==> src/rtl/fpadd_pkg.sv <==
// Shared types and constants for the FP adder batch sequencer.
package fpadd_pkg;

  localparam int FP_W         = 32;
  localparam int DEF_ADDR_W   = 3;
  localparam int DEF_NUM_OPS  = 8;
  localparam int DEF_MEM_LAT  = 1;
  localparam int DEF_PIPE_LAT = 4;

  // IEEE-754 single-precision 1.0 and 2.0.
  localparam logic [FP_W-1:0] FP_ONE = 32'h3F80_0000;
  localparam logic [FP_W-1:0] FP_TWO = 32'h4000_0000;

  typedef enum logic [1:0] {
    ST_IDLE  = 2'd0,
    ST_ISSUE = 2'd1,
    ST_DRAIN = 2'd2,
    ST_DONE  = 2'd3
  } state_t;

endpackage

==> src/rtl/fpadd_seq_ctrl_if.sv <==
// Bus between the batch sequencer, the operand memory and the FP adder.
// master: the sequencer. slave: memory/adder/debouncer side.
interface fpadd_seq_ctrl_if
  import fpadd_pkg::*;
#(
  parameter int ADDR_W = DEF_ADDR_W
);
  logic              start;
  logic              mem_rd_en;
  logic [ADDR_W-1:0] mem_addr;
  logic [FP_W-1:0]   mem_a;
  logic [FP_W-1:0]   mem_b;
  logic [FP_W-1:0]   add_a;
  logic [FP_W-1:0]   add_b;
  logic              add_vld;
  logic [FP_W-1:0]   add_res;
  logic              res_vld;
  logic [ADDR_W-1:0] res_idx;
  logic [FP_W-1:0]   last_res;
  logic              busy;
  logic              done;

  modport master (
    input  start, mem_a, mem_b, add_res,
    output mem_rd_en, mem_addr, add_a, add_b, add_vld,
           res_vld, res_idx, last_res, busy, done
  );

  modport slave (
    output start, mem_a, mem_b, add_res,
    input  mem_rd_en, mem_addr, add_a, add_b, add_vld,
           res_vld, res_idx, last_res, busy, done
  );
endinterface

==> src/rtl/fpadd_valid_pipe.sv <==
// Valid/index shift register that follows each issued read through the
// memory and adder latencies. Stage i (0-based) holds the read issued i+1
// cycles ago. tap_vld marks operands at the adder input, load_vld marks the
// cycle before (when operand registers must capture memory data), out_vld /
// out_idx mark a result leaving the adder.
module fpadd_valid_pipe #(
  parameter int DEPTH = 5,
  parameter int TAP   = 1,
  parameter int IDX_W = 3
) (
  input  logic             clk,
  input  logic             rst,
  input  logic             in_vld,
  input  logic [IDX_W-1:0] in_idx,
  output logic             load_vld,
  output logic             tap_vld,
  output logic             out_vld,
  output logic [IDX_W-1:0] out_idx
);

  logic [DEPTH-1:0]            vld_q;
  logic [DEPTH-1:0][IDX_W-1:0] idx_q;

  // Shift valid and index one stage per clock.
  always_ff @(posedge clk or negedge rst) begin
    // NOTE: every stage is reset, not just the first: a reset must discard
    // operations already in flight, so no stale valid may shift out later.
    if (!rst) begin
      vld_q <= '0;
      idx_q <= '0;
    end else begin
      // NOTE: non-blocking assignments let each stage read the previous
      // stage's old value, so this loop describes a shift, not a copy-through.
      vld_q[0] <= in_vld;
      idx_q[0] <= in_idx;
      for (int i = 1; i < DEPTH; i++) begin
        vld_q[i] <= vld_q[i-1];
        idx_q[i] <= idx_q[i-1];
      end
    end
  end

  if (TAP == 1) begin : g_load_in
    assign load_vld = in_vld;
  end else begin : g_load_stage
    assign load_vld = vld_q[TAP-2];
  end

  assign tap_vld = vld_q[TAP-1];
  assign out_vld = vld_q[DEPTH-1];
  assign out_idx = idx_q[DEPTH-1];

endmodule

==> src/rtl/fpadd_seq_ctrl.sv <==
// Batch sequencer for the pipelined FP adder. A start pulse reads NUM_OPS
// operand pairs (one per cycle) and streams them into the adder; results
// retire with their index and the latest one is held on last_res.
// Operand data is sampled MEM_LAT clock edges after the read strobe is driven,
// so MEM_LAT=1 means data is presented in the same cycle as mem_rd_en.
// Build option FPADD_STEP_EN: each start issues a single operation at a
// persistent step index that advances (wrapping at NUM_OPS) per retired result.
module fpadd_seq_ctrl
  import fpadd_pkg::*;
#(
  parameter int ADDR_W   = DEF_ADDR_W,
  parameter int NUM_OPS  = DEF_NUM_OPS,
  parameter int MEM_LAT  = DEF_MEM_LAT,
  parameter int PIPE_LAT = DEF_PIPE_LAT
) (
  input logic              clk,
  input logic              rst,
  fpadd_seq_ctrl_if.master bus
);

  localparam int                DEPTH    = MEM_LAT + PIPE_LAT;
  localparam logic [ADDR_W-1:0] LAST_IDX = ADDR_W'(NUM_OPS - 1);

  state_t            state;
  logic [ADDR_W-1:0] iss_cnt;
  logic              rd_en_q;
  logic              busy_q;
  logic              done_q;
  logic [FP_W-1:0]   add_a_q;
  logic [FP_W-1:0]   add_b_q;
  logic [FP_W-1:0]   last_q;

  logic              load_ops;
  logic              add_vld;
  logic              res_vld;
  logic [ADDR_W-1:0] res_idx;

  // Index of the first read, the last read, and the result that ends the run.
  logic [ADDR_W-1:0] first_idx;
  logic [ADDR_W-1:0] issue_last;
  logic [ADDR_W-1:0] retire_last;
  logic              retire_done;

  assign retire_done = (state == ST_DRAIN) && res_vld && (res_idx == retire_last);

`ifdef FPADD_STEP_EN
  logic [ADDR_W-1:0] step_idx;

  assign first_idx   = step_idx;
  assign issue_last  = step_idx;
  assign retire_last = step_idx;

  // Advance the persistent step index once its result has retired.
  always_ff @(posedge clk or negedge rst) begin
    if (!rst) begin
      step_idx <= '0;
    end else if (retire_done) begin
      step_idx <= (step_idx == LAST_IDX) ? '0 : step_idx + 1'b1;
    end
  end
`else
  assign first_idx   = '0;
  assign issue_last  = LAST_IDX;
  assign retire_last = LAST_IDX;
`endif

  // Control FSM: state, issue counter and registered strobes.
  always_ff @(posedge clk or negedge rst) begin
    if (!rst) begin
      state   <= ST_IDLE;
      iss_cnt <= '0;
      rd_en_q <= 1'b0;
      busy_q  <= 1'b0;
      done_q  <= 1'b0;
    end else begin
      case (state)
        ST_IDLE, ST_DONE: begin
          if (bus.start) begin
            state   <= ST_ISSUE;
            iss_cnt <= first_idx;
            rd_en_q <= 1'b1;
            busy_q  <= 1'b1;
            done_q  <= 1'b0;
          end
        end
        ST_ISSUE: begin
          // Full batch with NUM_OPS = 2**ADDR_W wraps to 0 here; no read follows.
          iss_cnt <= iss_cnt + 1'b1;
          if (iss_cnt == issue_last) begin
            state   <= ST_DRAIN;
            rd_en_q <= 1'b0;
          end
        end
        ST_DRAIN: begin
          if (retire_done) begin
            state  <= ST_DONE;
            busy_q <= 1'b0;
            done_q <= 1'b1;
          end
        end
        default: begin
          state <= ST_IDLE;
        end
      endcase
    end
  end

  fpadd_valid_pipe #(
    .DEPTH (DEPTH),
    .TAP   (MEM_LAT),
    .IDX_W (ADDR_W)
  ) u_valid_pipe (
    .clk      (clk),
    .rst      (rst),
    .in_vld   (rd_en_q),
    .in_idx   (iss_cnt),
    .load_vld (load_ops),
    .tap_vld  (add_vld),
    .out_vld  (res_vld),
    .out_idx  (res_idx)
  );

  // Capture operands only for real operations; otherwise hold.
  always_ff @(posedge clk or negedge rst) begin
    if (!rst) begin
      add_a_q <= '0;
      add_b_q <= '0;
    end else if (load_ops) begin
      add_a_q <= bus.mem_a;
      add_b_q <= bus.mem_b;
    end
  end

  // Remember the most recent retired result.
  always_ff @(posedge clk or negedge rst) begin
    if (!rst) begin
      last_q <= '0;
    end else if (res_vld) begin
      last_q <= bus.add_res;
    end
  end

  assign bus.mem_rd_en = rd_en_q;
  assign bus.mem_addr  = iss_cnt;
  assign bus.add_a     = add_a_q;
  assign bus.add_b     = add_b_q;
  assign bus.add_vld   = add_vld;
  assign bus.res_vld   = res_vld;
  assign bus.res_idx   = res_idx;
  // Retiring result is visible on last_res in its own cycle, then held.
  assign bus.last_res  = res_vld ? bus.add_res : last_q;
  assign bus.busy      = busy_q;
  assign bus.done      = done_q;

endmodule

==> src/flat_wrapper.sv <==
// flat-port wrapper written by rule: the top's interface ports become plain ports
module fpadd_seq_ctrl_flat import fpadd_pkg::*;
#(
  parameter int ADDR_W   = DEF_ADDR_W,
  parameter int NUM_OPS  = DEF_NUM_OPS,
  parameter int MEM_LAT  = DEF_MEM_LAT,
  parameter int PIPE_LAT = DEF_PIPE_LAT
)
  (clk, rst, bus_start, bus_mem_a, bus_mem_b, bus_add_res, bus_mem_rd_en, bus_mem_addr, bus_add_a, bus_add_b, bus_add_vld, bus_res_vld, bus_res_idx, bus_last_res, bus_busy, bus_done);
  fpadd_seq_ctrl_if #(.ADDR_W(ADDR_W)) bus_i ();
  input logic clk;
  input logic rst;
  input wire logic [$bits(bus_i.start)-1:0] bus_start;
  input wire logic [$bits(bus_i.mem_a)-1:0] bus_mem_a;
  input wire logic [$bits(bus_i.mem_b)-1:0] bus_mem_b;
  input wire logic [$bits(bus_i.add_res)-1:0] bus_add_res;
  output wire logic [$bits(bus_i.mem_rd_en)-1:0] bus_mem_rd_en;
  output wire logic [$bits(bus_i.mem_addr)-1:0] bus_mem_addr;
  output wire logic [$bits(bus_i.add_a)-1:0] bus_add_a;
  output wire logic [$bits(bus_i.add_b)-1:0] bus_add_b;
  output wire logic [$bits(bus_i.add_vld)-1:0] bus_add_vld;
  output wire logic [$bits(bus_i.res_vld)-1:0] bus_res_vld;
  output wire logic [$bits(bus_i.res_idx)-1:0] bus_res_idx;
  output wire logic [$bits(bus_i.last_res)-1:0] bus_last_res;
  output wire logic [$bits(bus_i.busy)-1:0] bus_busy;
  output wire logic [$bits(bus_i.done)-1:0] bus_done;
  assign bus_i.start = bus_start;
  assign bus_i.mem_a = bus_mem_a;
  assign bus_i.mem_b = bus_mem_b;
  assign bus_i.add_res = bus_add_res;
  assign bus_mem_rd_en = bus_i.mem_rd_en;
  assign bus_mem_addr = bus_i.mem_addr;
  assign bus_add_a = bus_i.add_a;
  assign bus_add_b = bus_i.add_b;
  assign bus_add_vld = bus_i.add_vld;
  assign bus_res_vld = bus_i.res_vld;
  assign bus_res_idx = bus_i.res_idx;
  assign bus_last_res = bus_i.last_res;
  assign bus_busy = bus_i.busy;
  assign bus_done = bus_i.done;
  fpadd_seq_ctrl #(.ADDR_W(ADDR_W), .NUM_OPS(NUM_OPS), .MEM_LAT(MEM_LAT), .PIPE_LAT(PIPE_LAT)) u_core (.clk(clk), .rst(rst), .bus(bus_i));
endmodule
==> config.mk <==
export PLATFORM = sky130hd
export DESIGN_NAME = fpadd_seq_ctrl_flat
export DESIGN_NICKNAME = d
export VERILOG_FILES = /design/src/rtl/fpadd_pkg.sv /design/src/rtl/fpadd_seq_ctrl_if.sv /design/src/rtl/fpadd_valid_pipe.sv /design/src/rtl/fpadd_seq_ctrl.sv /design/src/flat_wrapper.sv
export SDC_FILE = /design/constraint.sdc
export NUM_CORES = 1
export LEC_CHECK = 0
export CELL_PAD_IN_SITES_DETAIL_PLACEMENT = 0
export CELL_PAD_IN_SITES_GLOBAL_PLACEMENT = 1
export CORE_AREA = 2 2 129 131
export CTS_BUF_LIST = sky130_fd_sc_hd__clkbuf_16
export DETAILED_ROUTE_END_ITERATION = 10
export DIE_AREA = 0 0 131 133
export PLACE_DENSITY = 0.82
export SLEW_MARGIN = 20
export SYNTH_ARGS = -nofsm -noshare
export SYNTH_HDL_FRONTEND = slang
export SYNTH_SLANG_ARGS = --single-unit
==> constraint.sdc <==
create_clock -name clk -period 1.5 [get_ports clk]
set_input_delay 0.45 -clock clk [delete_from_list [all_inputs] [get_ports clk]]
set_output_delay 0.45 -clock clk [all_outputs]
set_load 0.01 [all_outputs]
==> flow_summary.ini <==
[synth]
synth.area.mux_share_pct = 26.5
yosysUniqueCellTypes = 24
synth_top_area_cell = dfrtp_1
synth-adder-area-share_pct = 1.33
synth_fp_nets = 369
synth_compound_area_share_pct = 1.97
ys_seq_area_share_pct = 66.0
synth_top_area_share_pct = 66.0
synth_area_leaders = dfrtp_1 66%, mux2_2 14%, mux2_4 12%
synth_cells = 265
synthSimpleGateAreaFrac_pct = 1.38
avgSynthCellArea_sq_um = 17.7
syn_area_sq_um = 4700
synth-xor-area-share_pct = 0
synth.ff_latch_count = 124
synth_top_family_by_area = multiplexers
synth_warnings = 0

[floorplan]
core_sq_um = 16200
io_pins = 206
floorplan.initialDensity_pct = 29.1
rows = 47
dieArea_sq_um = 17400
die_height_microns = 133
die_width_microns = 131

[clock_tree]
cts_buffers = 17
insertion_delay_ns = 0.41
root_buffer = clkbuf_16
cts_max_level = 4
cts.clk_slew.worst_paths_ns = 0.06
cts_tree = yes
clock_path_buffers = 2
clock_sinks = 124

[drt]
post-route-drc-count = 0
wl_per_cell_microns = 15.7
dr.first_iter.drc_count = 88
routed_wl_mm = 11.7
detail-route-antenna-nets = 0
first_pass_iters = 4
vias_per_cell = 4.28
vias = 3182

[setup_path]
start_kind = flop
reg2reg_slack_ns = -0.17
rr_startpoint = u_core.u_valid_pipe.vld_q[4]
end_kind = primary output
critPathLaunch = u_core.u_valid_pipe.vld_q[4]
reg2regPathDepth = 8
worstSetupEndpoint = bus_last_res[4]
worst_ep_required_time_ns = 1.05
worst-endpoint-arrival_ns = 1.65
worstPathMaxFanout = 7
critPathKind = reg -> out
r2r-end = u_core.state[0]

[global_route]
grt_max_degree = 68
grt_usage_pct = 13.6
grt_pass1_wl_mm = 18.2
grt_pass1_vias = 3547
gr-total-overflow = 0
antenna_found_initial = 0

[finish]
final_cell_area_sq_um = 7730
layout-drive-gt1-share_pct = 52.3
diodes = 0
synthToLayoutAreaGrowth_pct = 64.3
final_cell_mix = 122 x dfrtp_1, 97 x clkdlybuf4s50_1, 52 x mux2_4, 44 x mux2_2, 37 x buf_2
final_common_cell = dfrtp_1
fin_nets = 615

[timing]
finalSetupViolCount = 37
fin_crit_sh_pct = 140
rsz0062_at_grt = true
clock.fmax_mhz = 475
fin_ws_ns = -0.605
finalHoldViolCount = 0
slew_viol_final = 0
skew_ns = 0.00698
slew_headroom_pct = 68.8
worst_slew_pin_slew_ns = 0.468
holdWs_ns = 0.340
min_period_ns = 2.10

[power]
vdd_drop_max_mv = 0.718
p_leak_uw = 0.00371
p_per_area_nw_per_um2 = 1270

[hold_path]
hold_class = reg -> reg

[job]
maxCapViolCount = 0

[outcome]
status = finished with violations
violations = setup timing

[placed_design]
place.gp.congestion = 0.718
dp_hpwl_mm = 7.69
portBuffers = 205
place_area_sq_um = 7050
[how the worst min path moves through the flow]
stage,end,depth (start not counted),startpoint
floorplan,u_core.bus.add_a[0],0,rst
global placement,u_core.u_valid_pipe.out_idx[2],0,u_core.u_valid_pipe.idx_q[11]
detailed placement,u_core.u_valid_pipe.idx_q[3],0,u_core.u_valid_pipe.idx_q[0]
CTS,u_core.u_valid_pipe.out_idx[2],0,u_core.u_valid_pipe.idx_q[11]
global route,u_core.u_valid_pipe.out_idx[2],0,u_core.u_valid_pipe.idx_q[11]
finish,u_core.u_valid_pipe.out_idx[2],0,u_core.u_valid_pipe.idx_q[11]
[layout make-up]
class	count	area [sq um]
clock inverters	15	206
clock buffers	17	425
repair buffers	242	2160
fillers	1427	8450
well taps	220	275
multi-input cells	122	1530
flip-flops and latches	124	3110
inverters	4	15.0
[report_power, final]
group          internal, uW  switching (uW)  total (uW)
Clock                  2920            1440        4360
Sequential             3710             148        3850
Combinational           897             685        1580
Total                  7520            2270        9800
[sequential cells by signal, summed over array words and instances (netlist names)]
register / cells
u_core.bus.add_a: 32
u_core.u_valid_pipe.vld_q: 5
u_core.last_q: 32
u_core.state: 2
u_core.bus.mem_rd_en: 1
u_core.bus.add_b: 32
u_core.bus.done: 1
u_core.u_valid_pipe.out_idx: 3
u_core.bus.mem_addr: 3
u_core.bus.busy: 1
u_core.u_valid_pipe.idx_q: 12
[timing repair]
item | 4_1_cts | 5_1_grt
hold buffers | 1 | 0
cloned | 4 | 0
pin swaps | 3 | 2
endpoints found under the setup margin | 107 | 93
setup buffers | 15 | 11
gates resized for setup | 367 | 74
endpoints found under the hold margin | 19 | 0
[stage by stage]
step	TNS, ns	power (uW)	instances	utilization [%]	setup WS [ns]
after floorplan	-0.567	4610	265	-	-0.0189
after global placement	-18.38	5440	687	43.6	-0.584
after detailed placement	-18.82	5510	687	43.6	-0.585
after CTS	-20.03	9960	739	49.2	-0.632
after global routing	-19.79	10200	744	47.8	-0.665
final	-17.42	9800	744	47.8	-0.605
[cells by family (layout without fill, tap and decap cells)]
family / Yosys count / after routing
AO/OA/AOI/OAI: 11 / 11
adder cells (fa/ha/maj): 5 / 5
AND/OR/NAND/NOR: 8 / 8
flip-flops: 124 / 124
multiplexers: 98 / 98
buffers and inverters: 19 / 278
[synth_stat cells (all sizes together)]
cell type / n
o21ai: 2
nor3: 1
mux2i: 2
o32a: 1
a21oi: 1
buf: 15
and2b: 1
nand2: 3
ha: 5
dfrtp: 124
o32ai: 1
inv: 4
a211o: 1
a32o: 2
o2bb2ai: 1
mux2: 96
nand4: 1
nand2b: 1
nor2b: 1
a211oi: 2
[critical path: stages, from the launching register on]
cell and delay, ns:
dfrtp_2 0.42, buf_6 0.13, buf_12 0.12, buf_16 0.13
mux2_4 0.31, buf_6 0.12
[metal layers]
| metal | routed length (microns) | global-route usage [%] | vias to the layer above |
|---|---|---|---|
| met5 | 0 | 0 | - |
| met4 | 302 | 6.15 | 0 |
| met2 | 5880 | 22.7 | 130 |
| li1 | - | - | 1428 |
| met1 | 4710 | 15.7 | 1599 |
| met3 | 797 | 4.77 | 25 |
(Power assumes the default switching activity.)
